===== config.mk =====
export PLATFORM = sky130hd
export DESIGN_NAME = crc32_stream_acc
export DESIGN_NICKNAME = d
export VERILOG_FILES = /design/src/rtl/crc32_stream_acc.sv
export SDC_FILE = /design/constraint.sdc
export NUM_CORES = 1
export LEC_CHECK = 0
export BUFFER_PORTS_ARGS = -buffer_cell sky130_fd_sc_hd__buf_2
export CAP_MARGIN = 20
export CELL_PAD_IN_SITES_DETAIL_PLACEMENT = 1
export CELL_PAD_IN_SITES_GLOBAL_PLACEMENT = 2
export CORE_MARGIN = 2
export CORE_UTILIZATION = 45
export CTS_CLUSTER_DIAMETER = 30
export DETAILED_ROUTE_END_ITERATION = 16
export PLACE_DENSITY = 0.89
export SETUP_SLACK_MARGIN = 0.3
export SLEW_MARGIN = 30
export SYNTH_ARGS = -nofsm -noshare
export SYNTH_HDL_FRONTEND = slang
export SYNTH_SLANG_ARGS = --single-unit

===== constraint.sdc =====
create_clock -name clk -period 19.3 [get_ports clk]
set_input_delay 1.93 -clock clk [delete_from_list [all_inputs] [get_ports clk]]
set_output_delay 1.93 -clock clk [all_outputs]
set_load 0.01 [all_outputs]

===== src/rtl/crc32_stream_acc.sv =====
// CRC-32 (IEEE 802.3, reflected) accumulator for packetised streams.
// Generates the FCS or, in check mode, flags a good residue over data+FCS.
//
//   state  | meaning
//   -------+--------------------------------------------------------
//   IDLE   | between packets; only a sop beat is accepted
//   IN_PKT | packet open; beats accumulate until eop
//
// Pipeline: S1 input register, S2 data-side XOR partial sums (G) with the
// eop byte-count variant already selected, S3 CRC state update (F ^ G).
// The output register loads from the S3 next-state value, so an eop beat
// in cycle N strobes crc_valid in cycle N+3.
module crc32_stream_acc #(
   parameter int DATA_BYTES  = 8,
   parameter int CHECK_MODE  = 0,
   parameter int TARGET_CHIP = 2,
   localparam int EMPTY_W    = (DATA_BYTES > 1) ? $clog2(DATA_BYTES) : 1
) (
   input  logic                      clk,
   input  logic                      arst,
   input  logic                      in_valid,
   input  logic                      in_sop,
   input  logic                      in_eop,
   input  logic [EMPTY_W-1:0]        in_empty,
   input  logic [8*DATA_BYTES-1:0]   in_data,
   output logic                      crc_valid,
   output logic [31:0]               crc_out,
   output logic                      crc_ok,
   output logic                      proto_err
);
   localparam int DW    = 8 * DATA_BYTES;
   localparam int KW    = $clog2(DATA_BYTES + 1);
   // Two partial sums when the beat is wider than a byte; the target
   // selects whether the data tree is split across the S2 register.
   localparam int NPART = (DATA_BYTES > 1 && TARGET_CHIP >= 2) ? 2 : 1;
   localparam logic [31:0] CRC_INIT = 32'hFFFF_FFFF;
   localparam logic [31:0] RESIDUE  = 32'h2144_DF1C;

   typedef enum logic {IDLE, IN_PKT} state_t;

   state_t            state, state_nxt;
   logic              accept, start, perr_nxt;
   logic [KW-1:0]     k_in;

   logic              v1, sop1, eop1;
   logic [KW-1:0]     k1;
   logic [DW-1:0]     d1;
   logic [31:0]       g_sel [NPART];

   logic              v2, sop2, eop2;
   logic [KW-1:0]     k2;
   logic [31:0]       gp2 [NPART];

   logic [31:0]       crc_state, base, g_sum, f_adv, crc_nxt;

   // Advance reflected CRC state s by n bytes of d (byte 0 first).
   function automatic logic [31:0] crc_adv(input logic [31:0] s, input logic [DW-1:0] d,
                                           input int n);
      logic [31:0] c;
      c = s;
      for (int i = 0; i < DATA_BYTES; i++) begin
         if (i < n) begin
            c = c ^ {24'h0, d[8*i +: 8]};
            for (int b = 0; b < 8; b++)
               c = c[0] ? ((c >> 1) ^ 32'hEDB8_8320) : (c >> 1);
         end
      end
      return c;
   endfunction

   // Byte lanes belonging to partial sum p.
   function automatic logic [DW-1:0] part_mask(input int p);
      logic [DW-1:0] m;
      m = '0;
      for (int i = 0; i < DATA_BYTES; i++)
         if ((i * NPART) / DATA_BYTES == p) m[8*i +: 8] = 8'hFF;
      return m;
   endfunction

   // Framing state register.
   always_ff @(posedge clk or posedge arst) begin
      if (arst) state <= IDLE;
      else      state <= state_nxt;
   end

   // Framing decisions: accept, restart on sop, flag violations.
   always_comb begin
      state_nxt = state;
      accept    = 1'b0;
      start     = 1'b0;
      perr_nxt  = 1'b0;
      if (in_valid) begin
         case (state)
            IDLE: begin
               if (in_sop) begin
                  accept = 1'b1;
                  start  = 1'b1;
                  if (!in_eop) state_nxt = IN_PKT;
               end else begin
                  perr_nxt = 1'b1;
               end
            end
            IN_PKT: begin
               accept   = 1'b1;
               start    = in_sop;
               perr_nxt = in_sop;
               if (in_eop) state_nxt = IDLE;
            end
            default: state_nxt = IDLE;
         endcase
      end
   end

   // Bytes this beat contributes: full width unless it is the eop beat.
   always_comb begin
      k_in = KW'(DATA_BYTES);
      if (in_eop) begin
         if (int'(in_empty) >= DATA_BYTES) k_in = '0;
         else                              k_in = KW'(DATA_BYTES - int'(in_empty));
      end
   end

   // S1: register accepted beat and its controls.
   always_ff @(posedge clk or posedge arst) begin
      if (arst) begin
         v1 <= 1'b0; sop1 <= 1'b0; eop1 <= 1'b0; k1 <= '0; d1 <= '0;
      end else begin
         v1 <= accept;
         if (accept) begin
            sop1 <= start;
            eop1 <= in_eop;
            k1   <= k_in;
            d1   <= in_data;
         end
      end
   end

   // Data-side contribution G for the selected byte count, per partial.
   always_comb begin
      for (int p = 0; p < NPART; p++) begin
         g_sel[p] = '0;
         for (int k = 0; k <= DATA_BYTES; k++)
            if (k1 == KW'(k)) g_sel[p] = crc_adv(32'h0, d1 & part_mask(p), k);
      end
   end

   // S2: register partial XOR sums and controls.
   always_ff @(posedge clk or posedge arst) begin
      if (arst) begin
         v2 <= 1'b0; sop2 <= 1'b0; eop2 <= 1'b0; k2 <= '0;
         for (int p = 0; p < NPART; p++) gp2[p] <= '0;
      end else begin
         v2 <= v1;
         if (v1) begin
            sop2 <= sop1;
            eop2 <= eop1;
            k2   <= k1;
            for (int p = 0; p < NPART; p++) gp2[p] <= g_sel[p];
         end
      end
   end

   // Feedback: init mux, k-byte state advance F, fold in G.
   always_comb begin
      base  = sop2 ? CRC_INIT : crc_state;
      g_sum = '0;
      for (int p = 0; p < NPART; p++) g_sum = g_sum ^ gp2[p];
      f_adv = base;
      for (int k = 0; k <= DATA_BYTES; k++)
         if (k2 == KW'(k)) f_adv = crc_adv(base, {DW{1'b0}}, k);
      crc_nxt = f_adv ^ g_sum;
   end

   // S3 state update and output register (xorout, residue compare).
   always_ff @(posedge clk or posedge arst) begin
      if (arst) begin
         crc_state <= '0;
         crc_valid <= 1'b0;
         crc_out   <= '0;
         crc_ok    <= 1'b0;
         proto_err <= 1'b0;
      end else begin
         if (v2) crc_state <= crc_nxt;
         crc_valid <= v2 && eop2;
         if (v2 && eop2) crc_out <= ~crc_nxt;
         crc_ok    <= (CHECK_MODE != 0) && v2 && eop2 && ((~crc_nxt) == RESIDUE);
         proto_err <= perr_nxt;
      end
   end
endmodule

==> impl_metrics.yaml, run 1 <==
outcome:
  run_status: "finished clean"
worst_hold_path:
  worstHoldStart: "eop1$_DFFE_PP0P_"
  hp-class: "reg2reg"
worst_setup_path:
  cp-end-kind: "flop"
  crit_chain: "xnor3_1 -> nor2b_1 -> xnor3_1 -> xor2_2 -> xnor3_2 -> xor3_2 -> xnor3_2 -> xor2_4 -> xnor3_2 -> xnor3_2 -> xnor2_2 -> xnor2_1 -> xnor2_1 -> o21ai_0 -> xnor2_1 -> o21ai_0"
  cp_data_arrival_time_ps: 8810
  cp_top_family: "XOR/XNOR gates"
  critPathBufInv: 0
  required_ps: 19690
  crit_start: "crc_state[0]$_DFFE_PP0P_"
  r2r-start: "crc_state[0]$_DFFE_PP0P_"
  critPathKind: "reg2reg"
  max_stage_delay_ps: 770
  critPathMaxFanout: 10
  path_common_cell: "xnor3_2"
  cp_slowest_cell: "dfrtp_1"
  critPathLaunchType: "flop"
die:
  io-pin-count: 107
  coreArea_um2: 65980
  die_w_um: 262.6
  start_util_pct: 45.61
  die_y_um: 262.6
  die_area_um2: 68960
  rows: 94
drt:
  via_per_inst: 5.937
  dr.pass1.iters: 7
  drc: 0
  drt_iter0_markers: 2140
  routedWlPerCell_um: 29.28
  routed_wirelength_um: 116300
  vias: 23569
  antenna_left: 0
timing:
  min_period_over_period_pct: 43.62
  worst_slew_pin_slew_ps: 1050
  grt_setup_unrepaired: "no"
  period_needed_ps: 8418
  slew_headroom_pct: 29.45
  slew_viol_final: 0
  timing.final.ws_setup_ps: 10880
  fin_setup_tns_ps: 0
  max_clock_freq_ghz: 0.1188
  hold_violations: 0
  finClkSkew_ps: 28.20
  setup_violations: 0
logic_synthesis:
  syn_nets: 3133
  syn_inst: 3059
  async_flop_share_pct: 100.0
  ys_ff_latch: 209
  ys.flop_type: "dfrtp_1"
  ys_seq_area_share_pct: 17.38
  syn_area_um2: 30090
  syn_area_per_cell_um2: 9.838
  synth_enable_flop_cells: 0
  ys_warn_count: 0
  ys_types: 70
cts:
  clock_path_buffers: 3
  cts_tree: "built"
  clock-sinks: 209
  cts_buffers: 44
  root_buffer: "clkbuf_16"
  post-cts-setup-buffer-count: 0
  cts_resized: 0
  path_clk_slew_ps: 50
  htree_levels: 2
  insertion_delay_ps: 580
  cts_hold_buf: 0
cells_and_area:
  area.growth.synth_to_final_pct: 8.993
  fin_util_pct: 49.71
  n_fill_cell: 7397
  nets: 3145
  drive_gt1_share_pct: 13.62
  antenna_cells: 0
run:
  drv_cap: 0
global_route:
  antenna_found_initial: 0
  grt_pass1_wl_um: 171700
  grt_max_degree: 75
  overflow: 0
  grt_pass1_vias: 24777
  grt_use_total_pct: 33.29
place:
  hpwl_um: 92500
  pre_cts_ws_ps: 10980
  gp_congestion: 1.000
  portBuffers: 105
worst register-to-register path, delay by kind of cell, from the launching register on:
family | cells | cell delay (ps)
flip-flops | 1 | 770
AO/OA/AOI/OAI | 2 | 360
AND/OR/NAND/NOR | 1 | 670
XOR/XNOR | 13 | 6440
cell families (layout without fill, tap and decap cells):
logic type	after synthesis	in the layout	synth area share, %
muxes	55	55	2.116
xor gates and xnor gates	1482	1482	57.50
and+or+nand+nor	544	544	7.426
DFF	209	209	17.38
adders and majority gates	2	2	0.08314
buffers and inverters	209	256	3.131
AOI/OAI and AO/OA	557	557	12.35
other	1	1	0.01246
placed cells by master (no fill, tap or decap), types with 51 or more instances in the layout:
master    Yosys  routed
a211oi_1     57      57
buf_4        19      51
nand2_1     305     305
xor2_1      331     331
dfrtp_1     209     207
xnor2_1     830     827
a21oi_1     114     114
buf_2        12     105
o211ai_1     87      87
nor2_1      156     153
xnor3_1     180     180
o21ai_0     124     124
state kept, by name (all words and copies together), names as in the netlist, 4 cells and up:
signal     count
d1            64
crc_out       32
k1             4
gp2           64
k2             4
crc_state     32
metal layers:
metal	wire length, µm	GRT usage (%)	vias up
met5	0	0	-
met4	6334	16.28	0
met3	6728	3.158	202
met2	56270	56.57	966
met1	46930	42.51	11969
li1	-	-	10432
synthesized netlist by cell type, drive strengths merged (3+ instances only):
master	n	area, µm²
and2	5	31.28
dfrtp	209	5230
clkbuf	145	544.3
o22ai	17	106.4
buf	46	330.3
a31oi	3	18.77
nor2	160	620.6
nor2b	15	101.3
o32a	4	40.04
xnor2	876	8198
nand3	21	105.1
o21a	10	75.07
o221ai	43	376.6
a211oi	57	427.9
a21oi	114	570.6
xnor3	206	4672
nand2b	10	62.56
o211ai	87	653.1
a221oi	45	394.1
nand2	305	1145
a22oi	8	60.06
xor2	363	3543
and3	4	25.02
mux2	49	551.8
o21ai	132	664.4
a222oi	6	60.06
inv	17	63.81
o2111ai	4	35.03
or2	5	31.28
nor3	12	60.06
o311ai	9	78.83
o21bai	3	22.52
mux2i	6	85.08
xor3	37	892.1
final cells by class:
class,count,area [µm²],share of cell area [%]
Clock buffer,52,1151,3.509
Clock inverter,29,351.6,1.072
Inverter,18,75.07,0.2289
Multi-Input combinational cell,2641,23990,73.13
Sequential cell,209,5235,15.96
Tap cell,864,1081,3.296
Timing Repair Buffer,157,919.6,2.804
metrics by stage:
step	instances	hold slack, ps	cell area, µm²
after floorplan	3059	351.9	30090
after global placement	3889	460.2	31280
after detailed placement	3889	462.0	31290
after CTS	3970	474.5	32790
after global routing	3970	510.7	32800
final	3970	470.5	32800
path summary, 6_finish.rpt:
kind | to | slack, ps | depth (start not counted)
setup reg to reg | crc_out[4]$_DFFE_PP0P_ | 10880 | 16
min in group asynchronous | crc_out[1]$_DFFE_PP0P_ | 1450 | 2
max in group asynchronous | v1$_DFF_PP0_ | 16540 | 3
hold / removal | eop1$_DFFE_PP0P_ | 470 | 2
setup / recovery | crc_out[4]$_DFFE_PP0P_ | 10880 | 16
hold reg to reg | eop1$_DFFE_PP0P_ | 470 | 2
Power of run 1 is left out: the tool's default activity adds up to more than one toggle a clock period on the data nets, which glitch-free logic cannot reach.
==> inputs of run 2 (changes only) <==
--- a/config.mk
+++ b/config.mk
@@ -5,15 +5,16 @@
 export SDC_FILE = /design/constraint.sdc
 export NUM_CORES = 1
 export LEC_CHECK = 0
+export ABC_AREA = 1
 export BUFFER_PORTS_ARGS = -buffer_cell sky130_fd_sc_hd__buf_2
 export CAP_MARGIN = 20
 export CELL_PAD_IN_SITES_DETAIL_PLACEMENT = 1
 export CELL_PAD_IN_SITES_GLOBAL_PLACEMENT = 2
 export CORE_MARGIN = 2
-export CORE_UTILIZATION = 45
+export CORE_UTILIZATION = 34
 export CTS_CLUSTER_DIAMETER = 30
 export DETAILED_ROUTE_END_ITERATION = 16
-export PLACE_DENSITY = 0.89
+export PLACE_DENSITY = 0.85
 export SETUP_SLACK_MARGIN = 0.3
 export SLEW_MARGIN = 30
 export SYNTH_ARGS = -nofsm -noshare
==> constraint.sdc (replaced) <==
create_clock -name clk -period 8.6 [get_ports clk]
set_input_delay 0.86 -clock clk [delete_from_list [all_inputs] [get_ports clk]]
set_output_delay 0.86 -clock clk [all_outputs]
set_load 0.01 [all_outputs]
==> run 2 against run 1 <==
Effect of this change:
- clock skew up 7.4 ps
- sequential share of layout area fell by 2.7 points
- area after synthesis is 19% higher
- wire length grew 67%
- via count is 92% higher
- worst hold slack worse by 190 ps
- global-route usage grew 1.9 points
- first-iteration DRC count up 97%
- fmax is 10% higher
- die area rose by 56%
==> impl_metrics.yaml, run 2 <==
drt:
  routed_wirelength_um: 194600
  antenna_left: 0
  drt_iter0_markers: 4220
  drc: 0
  routedWlPerCell_um: 24.58
  dr.pass1.iters: 6
  vias: 45189
  via_per_inst: 5.707
cells_and_area:
  nets: 6560
  ff_latch_area_um2: 5233
  multi_input_area_um2: 27930
  reg_top3: "d1: 64 flops, gp2: 64 flops"
  final_common_cell: "nand2_1"
  area.growth.synth_to_final_pct: 10.51
  layout_common_cells: "nand2_1, nand3_1, inv_1, xor2_1, nor2_1"
  drive_gt1_share_pct: 10.96
  n_fill_cell: 14411
worst_setup_path:
  cp_slowest_cell: "dfrtp_2"
  path_common_cell: "nand2_1"
  critPathLaunchType: "flop"
  crit_start: "sop2$_DFFE_PP0P_"
  required_ps: 9120
  r2r-start: "sop2$_DFFE_PP0P_"
  max_stage_delay_ps: 570
  cp_top_family: "simple AND/OR/NAND/NOR gates"
  critPathMaxFanout: 26
  critPathKind: "reg2reg"
  cp_data_arrival_time_ps: 8160
  cp-end-kind: "flop"
  critPathBufInv: 2
cts:
  post-cts-setup-buffer-count: 0
  clock-sinks: 209
  htree_levels: 2
  cts_tree: "built"
  cts_hold_buf: 0
  root_buffer: "clkbuf_16"
  cts_buffers: 58
  clock_path_buffers: 3
  insertion_delay_ps: 640
  path_clk_slew_ps: 50
  cts_resized: 0
logic_synthesis:
  async_flop_share_pct: 100.0
  ys_warn_count: 0
  synthTopCellsByArea: "nand2_1, dfrtp_1, nand3_1"
  ys_types: 63
  syn_inst: 6460
  syn_area_per_cell_um2: 5.522
  synthTopCellsByCount: "nand2_1, nand3_1, inv_1"
  synth_area_leader_cell: "nand2_1"
  synth_enable_flop_cells: 0
  syn_nets: 6534
  ys_seq_area_share_pct: 14.66
  syn_area_um2: 35670
  yosysMostFrequentCell: "nand2_1"
  ys.flop_type: "dfrtp_1"
  ys_ff_latch: 209
  synth_top_cell_area_share_pct: 30.56
worst_hold_path:
  hp-class: "in2async"
timing:
  fin_setup_tns_ps: 0
  grt_setup_unrepaired: "no"
  slew_headroom_pct: 32.84
  hold_violations: 0
  max_clock_freq_ghz: 0.1309
  setup_violations: 0
  finClkSkew_ps: 35.61
  min_period_over_period_pct: 88.82
  slew_viol_final: 0
  period_needed_ps: 7639
  worst_slew_pin_slew_ps: 1007
global_route:
  grt_pass1_wl_um: 287000
  overflow: 0
  grt_max_degree: 154
  antenna_found_initial: 6
  grt_pass1_vias: 44311
  grt_use_total_pct: 35.18
die:
  coreArea_um2: 103800
  io-pin-count: 107
  die_w_um: 327.9
  start_util_pct: 34.37
  rows: 118
  die_area_um2: 107500
  die_y_um: 327.9
place:
  portBuffers: 105
  gp_congestion: 1.014
  hpwl_um: 157900
run:
  drv_cap: 0
outcome:
  run_status: "finished clean"
## run 2: changes by cell type after synthesis, moves of 49 or more
cell      delta
a211oi_1    -55
nand2_2    +241
inv_2       +52
xnor2_1    -716
mux2_2      -49
o211ai_1    -50
inv_1      +330
nand3_1    +945
xnor3_1    -179
nand2_1   +2599
nor2_1     +101
o21ai_0    +101
## run 2: area by class of cell
cell class | instances | area share, %
Antenna cell | 3 | 0.01904
Inverter | 408 | 3.942
Timing Repair Buffer | 154 | 2.291
Clock inverter | 30 | 1.101
Multi-Input combinational cell | 5655 | 70.86
Sequential cell | 209 | 13.27
Tap cell | 1380 | 4.380
Clock buffer | 79 | 4.135
## run 2: metrics by stage
| step | hold WS (ps) | setup slack (ps) | util (%) | cell area (µm²) | std cells |
|---|---|---|---|---|---|
| floorplan | 407.8 | 2031 | - | 35670 | 6460 |
| detailed placement | 467.7 | 1199 | 35.98 | 37350 | 7805 |
| global route | 312.9 | 534.6 | 37.98 | 39420 | 7916 |
| CTS | 301.4 | 1176 | 37.97 | 39410 | 7914 |
| global placement | 459.8 | 1277 | 35.98 | 37340 | 7805 |
| finish | 277.7 | 961.1 | 37.98 | 39420 | 7918 |
## run 2: final timing paths
kind | to | slack [ps] | cells past startpoint
hold / removal | d1[1]$_DFFE_PP0P_ | 280 | 2
min in group clk | d1[41]$_DFFE_PP0P_ | 430 | 3
hold reg to reg | crc_out[15]$_DFFE_PP0P_ | 480 | 2
setup reg to reg | crc_out[21]$_DFFE_PP0P_ | 960 | 44
max in group asynchronous | sop2$_DFFE_PP0P_ | 7000 | 3
setup / recovery | crc_out[21]$_DFFE_PP0P_ | 960 | 44
## run 2: cells by family after synthesis
family / synth area share [%]
xor gates and xnor gates: 12.59
buffers and inverters: 7.215
other: 0.01051
AOI/OAI and AO/OA: 9.691
DFF: 14.66
and+or+nand+nor: 55.76
adders and majority gates: 0.07013
## run 2: routing by layer
| metal | GRT usage [%] | wire (µm) | vias to the layer above |
|---|---|---|---|
| li1 | - | - | 20963 |
| met2 | 57.43 | 88250 | 1660 |
| met3 | 3.170 | 11270 | 399 |
| met1 | 46.81 | 84830 | 22165 |
| met5 | 0 | 13 | - |
| met4 | 16.38 | 10250 | 2 |
Power of run 2 is left out for the same reason.
